`src/rtl/p22_texv_stepper_pkg.sv`:
```
// p22_texv_stepper_pkg: shared FSM state type, half view size and accumulator width for the texv stepper
package p22_texv_stepper_pkg;
  typedef enum logic [1:0] {IDLE, PRE, WALL, POST} state_t;
  localparam int HALF_SIZE = 320;
  localparam int ACC_W = 16;
endpackage

```
`src/rtl/p22_texv_accum.sv`:
```
// p22_texv_accum: wrapping texv accumulator (load vstart on load, add vstep on step, value out)
module p22_texv_accum
  import p22_texv_stepper_pkg::*;
#(
  parameter int W = ACC_W
) (
  input  logic         clk,
  input  logic         rst,
  input  logic         load,
  input  logic         step,
  input  logic [W-1:0] vstart,
  input  logic [W-1:0] vstep,
  output logic [W-1:0] value
);
  always_ff @(posedge clk)
    if (rst) value <= '0;
    else if (load) value <= vstart;
    else if (step) value <= value + vstep;
endmodule

```
`src/rtl/p22_texv_stepper.sv`:
```
// p22_texv_stepper: walks hpos across a trace line, flags the wall span [half-size, half+size] and steps texv through it; line_start/pixel_en in, hpos/texv/in_wall/line_done and latched line attributes out
module p22_texv_stepper
  import p22_texv_stepper_pkg::*;
#(
  parameter int H_VIEW = 2 * HALF_SIZE,
  parameter int FRAC = ACC_W - 6
) (
  input  logic            clk,
  input  logic            reset,
  input  logic            line_start,
  input  logic            pixel_en,
  input  logic [10:0]     size,
  input  logic [FRAC+5:0] vstep,
  input  logic [FRAC+5:0] vstart,
  input  logic [1:0]      wall_in,
  input  logic            side_in,
  input  logic [5:0]      texu_in,
  output logic [9:0]      hpos,
  output logic [5:0]      texv,
  output logic [1:0]      wall,
  output logic            side,
  output logic [5:0]      texu,
  output logic [10:0]     size_q,
  output logic            in_wall,
  output logic            line_done
);
  localparam int HALF = H_VIEW / 2;
  localparam int AW = 6 + FRAC;
  localparam logic [9:0] LAST = 10'(H_VIEW - 1);
  state_t state, nxt;
  logic signed [11:0] top_c, top_q, bot_q;
  logic [9:0] hpos_n;
  logic [AW-1:0] vstep_q, acc;
  logic adv;
  assign top_c = 12'(HALF) - {1'b0, size};
  assign hpos_n = hpos + 10'd1;
  assign adv = pixel_en && state != IDLE;
  assign in_wall = state == WALL;
  assign texv = state == WALL ? 6'(acc >> FRAC) : '0;
  always_comb begin
    nxt = state;
    if (line_start) nxt = (top_c <= 12'sd0) ? WALL : PRE;
    else if (adv)
      nxt = (hpos == LAST) ? IDLE
          : (state == PRE && $signed({2'b00, hpos_n}) == top_q) ? WALL
          : (state == WALL && $signed({2'b00, hpos}) == bot_q) ? POST : state;
  end
  always_ff @(posedge clk) begin
    if (reset) begin
      state <= IDLE;
      hpos <= '0;
      line_done <= 1'b0;
      wall <= '0;
      side <= 1'b0;
      texu <= '0;
      size_q <= '0;
      top_q <= '0;
      bot_q <= '0;
      vstep_q <= '0;
    end else begin
      state <= nxt;
      line_done <= !line_start && adv && hpos == LAST;
      if (line_start) begin
        hpos <= '0;
        wall <= wall_in;
        side <= side_in;
        texu <= texu_in;
        size_q <= size;
        top_q <= top_c;
        bot_q <= 12'(HALF) + {1'b0, size};
        vstep_q <= vstep;
      end else if (adv && hpos != LAST) hpos <= hpos_n;
    end
  end
  // accumulator holds vstart until the first wall pixel has been shown
  p22_texv_accum #(.W(AW)) u_accum (
    .clk(clk),
    .rst(reset),
    .load(line_start),
    .step(adv && !line_start && state == WALL),
    .vstart(vstart),
    .vstep(vstep_q),
    .value(acc)
  );
endmodule

```
`config.mk`:
```
export PLATFORM = sky130hd
export DESIGN_NAME = p22_texv_stepper
export DESIGN_NICKNAME = d
export VERILOG_FILES = /design/src/rtl/p22_texv_stepper_pkg.sv /design/src/rtl/p22_texv_accum.sv /design/src/rtl/p22_texv_stepper.sv
export SDC_FILE = /design/constraint.sdc
export NUM_CORES = 1
export LEC_CHECK = 0
export CORE_ASPECT_RATIO = 1.2
export CORE_MARGIN = 2
export CORE_UTILIZATION = 52
export CTS_CLUSTER_SIZE = 10
export DETAILED_ROUTE_END_ITERATION = 12
export PLACE_DENSITY = 0.8
export SETUP_SLACK_MARGIN = 0.4
export SLEW_MARGIN = 20
export SYNTH_ARGS = -nofsm -noshare
export SYNTH_HDL_FRONTEND = slang
export SYNTH_SLANG_ARGS = --single-unit
export TNS_END_PERCENT = 5
```
`constraint.sdc`:
```
create_clock -name clk -period 2.7 [get_ports clk]
set_input_delay 0.405 -clock clk [delete_from_list [all_inputs] [get_ports clk]]
set_output_delay 0.405 -clock clk [all_outputs]
set_load 0.005 [all_outputs]
```
==> results_dict.tcl <==
set metrics [dict create \
    grt_pass1_wl_um 19300 \
    hold_viol 0 \
    cp_max_fo 7 \
    cts_made_buffers 9 \
    drv_cap 0 \
    cts_tree "built" \
    min_from "size[2]" \
    ios 94 \
    routed_wl_um 12100 \
    drive_gt1_share_pct 11.5 \
    setup_viol 0 \
    min_path_cells 4 \
    fin_crit_ns 2.32 \
    die_x_um 90.9 \
    fmax_mhz 432 \
    use_met2_pct 44.2 \
    firstDrtPassIters 5 \
    synth_common_cells "nor2_1, dfxtp_1, mux2i_1" \
    r2r_start "hpos[0]" \
    vias 4251 \
    worstPathCellList "ha_4 > nand4_2 > or2_1 > or4b_4 > a21oi_4 > nor3_1 > a211o_1 > a31oi_1" \
    cts_buffer_depth 2 \
    timing.hold.ws_ns 0.447 \
    arrival_ns 2.61 \
    vdd_ir_drop_max_uv 292 \
    synthArstFlopShare_pct 0 \
    place_congestion 0.945 \
    setup.worst_path.start_class "flop" \
    synth_ff_type "dfxtp_1" \
    rsz0062_at_grt "true" \
    rrSetupSlack_ns 0.38 \
    worst_r2r_path_depth 8 \
    antenna_found_initial 0 \
    syn_nets 616 \
    synth-seq-cells 82 \
    slew_viol_final 0 \
    tns_ns 0 \
    fin_skew_ns 0.00913 \
    r2r-end "state[0]" \
    hold_path.class "in2reg" \
    status "finished, final reports clean" \
    rows 38 \
    syn_to_final_growth_pct 29.3 \
    synth.most_common_cell "nor2_1" \
    critical-path-max-stage-delay_ns 0.56 \
    grt_overflow 0 \
    grt_pass1_vias 4085 \
    dp_cells 733 \
    root_buffer "clkbuf_8" \
    fin_cells 756 \
    cp_slowest_cell "or4b_4" \
    io_buffers 93 \
    die_h_um 108 \
    hold_buffers 0 \
    synth_area_leaders "dfxtp_1, mux2i_1, nor2_1" \
    gr-usage-all-layers_pct 24.3 \
    yosys.area.top_type "dfxtp_1" \
    timing.final.crit_share_pct 85.8 \
    die-area_um2 9840 \
    insertion_delay_ns 0.36 \
    ant_nets 0 \
    clk_transition_reported_paths_ns 0.09 \
    tightest_slew_ns 0.767 \
    cellLeakagePower_nw 2.57 \
    cp-end-kind "flop" \
    path_class "reg2reg" \
    grt_util_met3_pct 5.09 \
    cts_sinks 82 \
    drt-vias-per-instance 5.62 \
    antennaDiodeCount 0 \
    fin_util_pct 68.2 \
    cp.required_ns 3.00 \
    core_area_um2 8940 \
    ys_seq_area_share_pct 34.8 \
    syn_inst 538 \
    yosysWarningCount 0 \
    grt_util_met1_pct 27.8 \
    fin_area_um2 6090 \
    initial_core_util_pct 52.7 \
    cts-htree-levels 3 \
    dp_slack_ns -0.0109 \
    post-route-drc-count 0 \
    synth_area_per_cell_um2 8.76 \
    dp_hpwl_um 8720 \
    synth_top_area_share_pct 34.8 \
    layout_setup_ws_ns 0.383 \
    drt-initial-drc-count 181 \
    grt_max_degree 37 \
    powerDensity_nw_per_um2 471 \
    placed_area_um2 5760 \
    hold_end "size_q[2]" \
    final_nets 709 \
    yosysUniqueCellTypes 63 \
    wl_per_cell_um 16.1 \
    grt.busiest_layer "met2" \
    slew-limit-headroom_pct 48.4 \
    synth_area_um2 4710 \
    synth-edff-count 0 \
    p_total_mw 2.87 \
]
final cells by class:
cell class                 instances  area [µm²]
sequential                        82        1650
timing repair buffer             120        1140
clock buffer                      10         138
clock inverter                     6        66.3
inverter                          12        45.0
multi-input combinational        406        2910
tap                              120         150
fill                             718        2850
worst max path at each step:
stage	cells past startpoint	endpoint	from	slack, ns
6_report	8	state[0]	hpos[0]	0.38
5_1_grt	10	u_accum.value[12]	u_accum.value[0]	0.32
4_1_cts	8	state[0]	size[1]	0.36
3_5_place_dp	8	state[1]	size[1]	-0.01
3_3_place_gp	8	state[0]	size[0]	0.09
2_1_floorplan	10	hpos[4]	hpos[0]	0.46
where the power goes:
group / internal, mW / switching [mW]
Sequential: 1.28 / 0.0567
Combinational: 0.311 / 0.298
Clock: 0.452 / 0.468
Total: 2.05 / 0.822
registers in the layout, indices dropped and copies added, names as in the netlist:
register,cells
bot_q,6
side,1
state,2
texu,6
line_done,1
vstep_q,16
u_accum.value,16
top_q,11
wall,2
hpos,10
size_q,11
logic make-up (layout without fill, tap and decap cells):
logic type	Yosys count	count (layout)	synth area share, %
muxes	47	47	9.98
DFF	82	82	34.8
AOI/OAI and AO/OA	106	106	15.9
and+or+nand+nor	180	180	18.8
buffers and inverters	50	148	4.96
adders and majority gates	22	22	6.00
xor gates and xnor gates	51	51	9.48
cell usage in the layout, fill, tap and decap left out, types with 6 or more instances in the layout:
cell type,instances
clkbuf_8,10
a211oi_1,11
xor2_1,28
xnor2_1,22
nand4_1,6
clkdlybuf4s50_1,87
a22oi_1,9
and2_1,10
inv_1,12
dfxtp_1,78
a21o_1,10
nand2_1,18
o21ai_0,15
nand3_1,11
buf_4,28
nor2_1,90
nor3_1,12
a21oi_1,17
o211ai_1,6
o21a_1,6
ha_1,19
mux2i_1,47
repair_timing:
item,CTS,global route
gates resized for setup,5,16
pin swaps,0,9
buffers inserted,0,7
setup endpoints to repair,11,12
endpoints found under the hold margin,0,0
worst max-delay path: cells and delay by family, from the launching register on:
| family | cells | cell delay, ns |
|---|---|---|
| adder cells (fa/ha/maj) | 1 | 0.18 |
| AND/OR/NAND/NOR | 4 | 1.08 |
| AO/OA/AOI/OAI | 3 | 0.59 |
| flip-flops | 1 | 0.41 |
layer usage:
| layer | up-vias | routed length, µm |
|---|---|---|
| met5 | - | 0 |
| met4 | 0 | 401 |
| met3 | 36 | 681 |
| met2 | 160 | 6130 |
| met1 | 1978 | 4930 |
| li1 | 2077 | - |
(Power assumes the default switching activity.)
==> edit 1 (same settings) <==
Set the package constant `ACC_W` to 14 (it was 16).
--- a/src/rtl/p22_texv_stepper_pkg.sv
+++ b/src/rtl/p22_texv_stepper_pkg.sv
@@ -3,5 +3,5 @@
   typedef enum logic [1:0] {IDLE, PRE, WALL, POST} state_t;
   localparam int HALF_SIZE = 320;
-  localparam int ACC_W = 16;
+  localparam int ACC_W = 14;
 endpackage
 
Ports: changed (resized vstart and vstep); port bits go from 94 to 90. No check against the original RTL was run, so the function may have changed too.
==> edit 1 against the original RTL <==
Largest cell class unchanged. Critical path type unchanged. Design area shrank 7.6%. Synthesized area shrank 5.1%. Die area shrank 4.9%. Worst setup slack gained 0.093 ns. Cell count shrank 6.6%. First-iteration DRC count grew 10%. Sequential cell count shrank 4. Power shrank 6.1%. Wire length shrank 15%. Via count shrank 8.9%. Global-route usage shrank 1.9 points.
==> edit 1: results (changes against the original RTL) <==
- Status: finished, final reports clean
- Hold Crit Class: reg2reg
- Synth area leaders: dfxtp_1, mux2i_1, nor2_1
- Share of layout cells above drive strength 1: 8.829% (-2.6 points)
- Worst vdd ir: 370.1 uV (+27%)
- Top cells by count, synth: dfxtp_1, nor2_1, mux2i_1
- Place WS: 0.2334 ns (+0.2443 ns)
- Worst hold path depth: 2 (-2)
- Syn Nets: 583 (-5.4%)
- Worst Max-Slew Pin Slew: 0.6464 ns (-0.1203 ns)
- Hold Path Sink: texu[1]
- Vias per cell: 5.483 (-2.5%)
- Fin cells: 706 (-6.6%)
- # nets final: 656 (-7.5%)
- CP Data Arrival Time: 2.50 ns (-0.11 ns)
- Pre-antenna DRT Iters: 7 (+2)
- Min-delay src: texu[1]
- Dpl hpwl: 7487 um (-14%)
- Hold WS: 0.5013 ns (+0.05462 ns)
- Per-cell routed wire length: 14.59 um (-9.2%)
- Reg2Reg Capture Point: state[1]
- Inst Count DP: 688 (-6.1%)
- GRT Resource Usage Total: 22.37% (-1.9 points)
- Internal reg-to-reg setup slack: 0.48 ns (+0.09 ns)
- Placer Congestion: 0.8367 (-11%)
- Synthesized area per cell: 8.751 um2 (-0.11%)
- Leakage: 2.314 nW (-9.9%)
- Largest net degree at the start of global routing: 34 (-8.1%)
- Post-synthesis cell type count: 61 (-3.2%)
## edit 1: cell type report
class	instances	area [um2]
repair buffers	100	965.9
multi-input cells	379	2690
clock buffers	12	155.1
inverters	16	60.06
fillers	707	2844
clock inverters	4	45.04
flip-flops and latches	78	1565
well taps	117	146.4
## edit 1: through the flow
stage,util (%),instance area (um2)
floorplan,-,4472
finish,66.43,5628
CTS,65.80,5574
global placement,63.40,5371
global route,66.43,5628
detailed placement,63.40,5371
## edit 1: cells by family after synthesis
logic type	synth area share, %
AOI/OAI and AO/OA	14.89
xor gates and xnor gates	9.681
adders and majority gates	5.764
buffers and inverters	5.764
DFF	34.92
muxes	11.42
and+or+nand+nor	17.57
## edit 1: worst max-delay path by stage
stage          slack (ns)                 to
6_report             0.48           state[1]
3_5_place_dp         0.23           state[0]
5_1_grt              0.34           state[1]
4_1_cts              0.30  u_accum.value[12]
2_1_floorplan        0.54  u_accum.value[12]
3_3_place_gp         0.32           state[0]
## edit 1: per-layer routing
layer	share of wire [%]	GRT usage (%)
met5	0	0
met4	2.9	10.39
met3	4.7	5.090
met2	49	35.82
met1	44	28.12
## edit 1: worst register-to-register path, delay by kind of cell, from the launching register on
| family | cells | cell delay [ns] |
|---|---|---|
| adder cells (fa/ha/maj) | 1 | 0.24 |
| AO/OA/AOI/OAI | 3 | 0.72 |
| AND/OR/NAND/NOR | 3 | 0.76 |
| flip-flops | 1 | 0.42 |
## edit 1: where the power goes
part / switching (mW) / leakage [nW] / internal [mW] / total (mW)
Clock: 0.415 / 0.106 / 0.473 / 0.888
Combinational: 0.256 / 1.56 / 0.276 / 0.532
Sequential: 0.0535 / 0.644 / 1.22 / 1.27
## edit 1: repair_timing
action	CTS	global route
hold buffers	0	0
pin swaps	0	5
gates resized for setup	1	13
setup endpoints to repair	11	10
setup buffers	0	2
==> edit 2 (same flow settings) <==
Without the edit above. Put a register stage on the outputs `texv` and `in_wall`, with the module's reset. The values now appear one clock later. The other outputs are not delayed to match.
--- a/src/rtl/p22_texv_stepper.sv
+++ b/src/rtl/p22_texv_stepper.sv
@@ -36,6 +36,13 @@
   assign hpos_n = hpos + 10'd1;
   assign adv = pixel_en && state != IDLE;
-  assign in_wall = state == WALL;
-  assign texv = state == WALL ? 6'(acc >> FRAC) : '0;
+  always_ff @(posedge clk) begin
+    if (reset) begin
+      texv    <= '0;
+      in_wall <= '0;
+    end else begin
+      texv    <= state == WALL ? 6'(acc >> FRAC) : '0;
+      in_wall <= state == WALL;
+    end
+  end
   always_comb begin
     nxt = state;
Formal check against the unedited RTL: not equivalent (a bounded check fails within 4 cycles, from zero or initial values and one cycle with reset high).
==> edit 2 against the original RTL <==
Worst setup slack better by 0.019 ns. Design area hardly changed. Synthesized area grew 3.2%. Combinational power decreased by 9.7%. Sequential power increased by 7%. Wire length is 3.4% lower. Sequential share of layout area rose by 2.2 points. Sequential cell count rose by 7. Power increased by 4.5%. Synthesized cell count up 4.3%. Largest cell class unchanged.
==> edit 2: results (changes against the original RTL) <==
- GRT Resource Usage Total: 24.06% (-0.20 points)
- DR vias: 4231 (-0.47%)
- Invs w/o clock: 18 (+6)
- Largest net degree at the start of global routing: 30 (-19%)
- Comb_multi_in: 414 (+2.0%)
- Clock Buffer Count: 12 (+2)
- Syn Nets: 639 (+3.7%)
- Internal reg-to-reg setup slack: 0.40 ns (+0.02 ns)
- Dpl hpwl: 8563 um (-1.8%)
- Repair and plain buffers: 108 (-10%)
- Reg power frac: 48.0% (+1.3 points)
- Hold WS: 0.4429 ns (-0.003847 ns)
- Placer Congestion: 0.8680 (-8.1%)
- Share of layout cells above drive strength 1: 8.075% (-3.4 points)
- M3 GR Usage: 3.290% (-1.8 points)
- Pwr dens: 492.1 nW/um2 (+4.5%)
- GR Util met2: 42.49% (-1.8 points)
- CP Data Arrival Time: 2.60 ns (about the same)
- Clock share of power: 33.7% (+1.6 points)
- Leakage: 2.449 nW (-4.6%)
- Worst hold path depth: 3 (-1)
- Worst Reg2Reg Path Length in Cells: 10 (+2)
- Worst vdd ir: 404.6 uV (+39%)
- Clock sinks: 89 (+8.5%)
- Clock network share of area: 3.449% (+0.10 points)
- Status: finished, final reports clean
- Internal: 2.206 mW (+7.8%)
- Reg2Reg Capture Point: u_accum.value[12]
[edit 2: metal layers]
metal / part of all wire (%) / wire, um
met3: 3.8 / 442
met1: 45 / 5226
met4: 1.6 / 182
met2: 50 / 5875
met5: 0 / 0
[edit 2: stage by stage]
step / utilization, % / cells / setup WS (ns) / cell area, um2
finish: 67.11 / 764 / 0.4019 / 6095
global route: 67.11 / 764 / 0.2914 / 6095
CTS: 66.97 / 764 / 0.3688 / 6082
detailed placement: 64.27 / 746 / 0.04795 / 5837
global placement: 64.27 / 746 / 0.1375 / 5837
floorplan: - / 561 / 0.4328 / 4878
[edit 2: cells by family after synthesis]
group / count (synthesis) / share of synthesized area, %
adder cells (fa/ha/maj): 22 / 5.811
AND/OR/NAND/NOR: 197 / 18.98
buffers and inverters: 58 / 5.606
XOR/XNOR: 51 / 9.180
multiplexers: 46 / 9.463
AO/OA/AOI/OAI: 98 / 14.35
flip-flops: 89 / 36.62
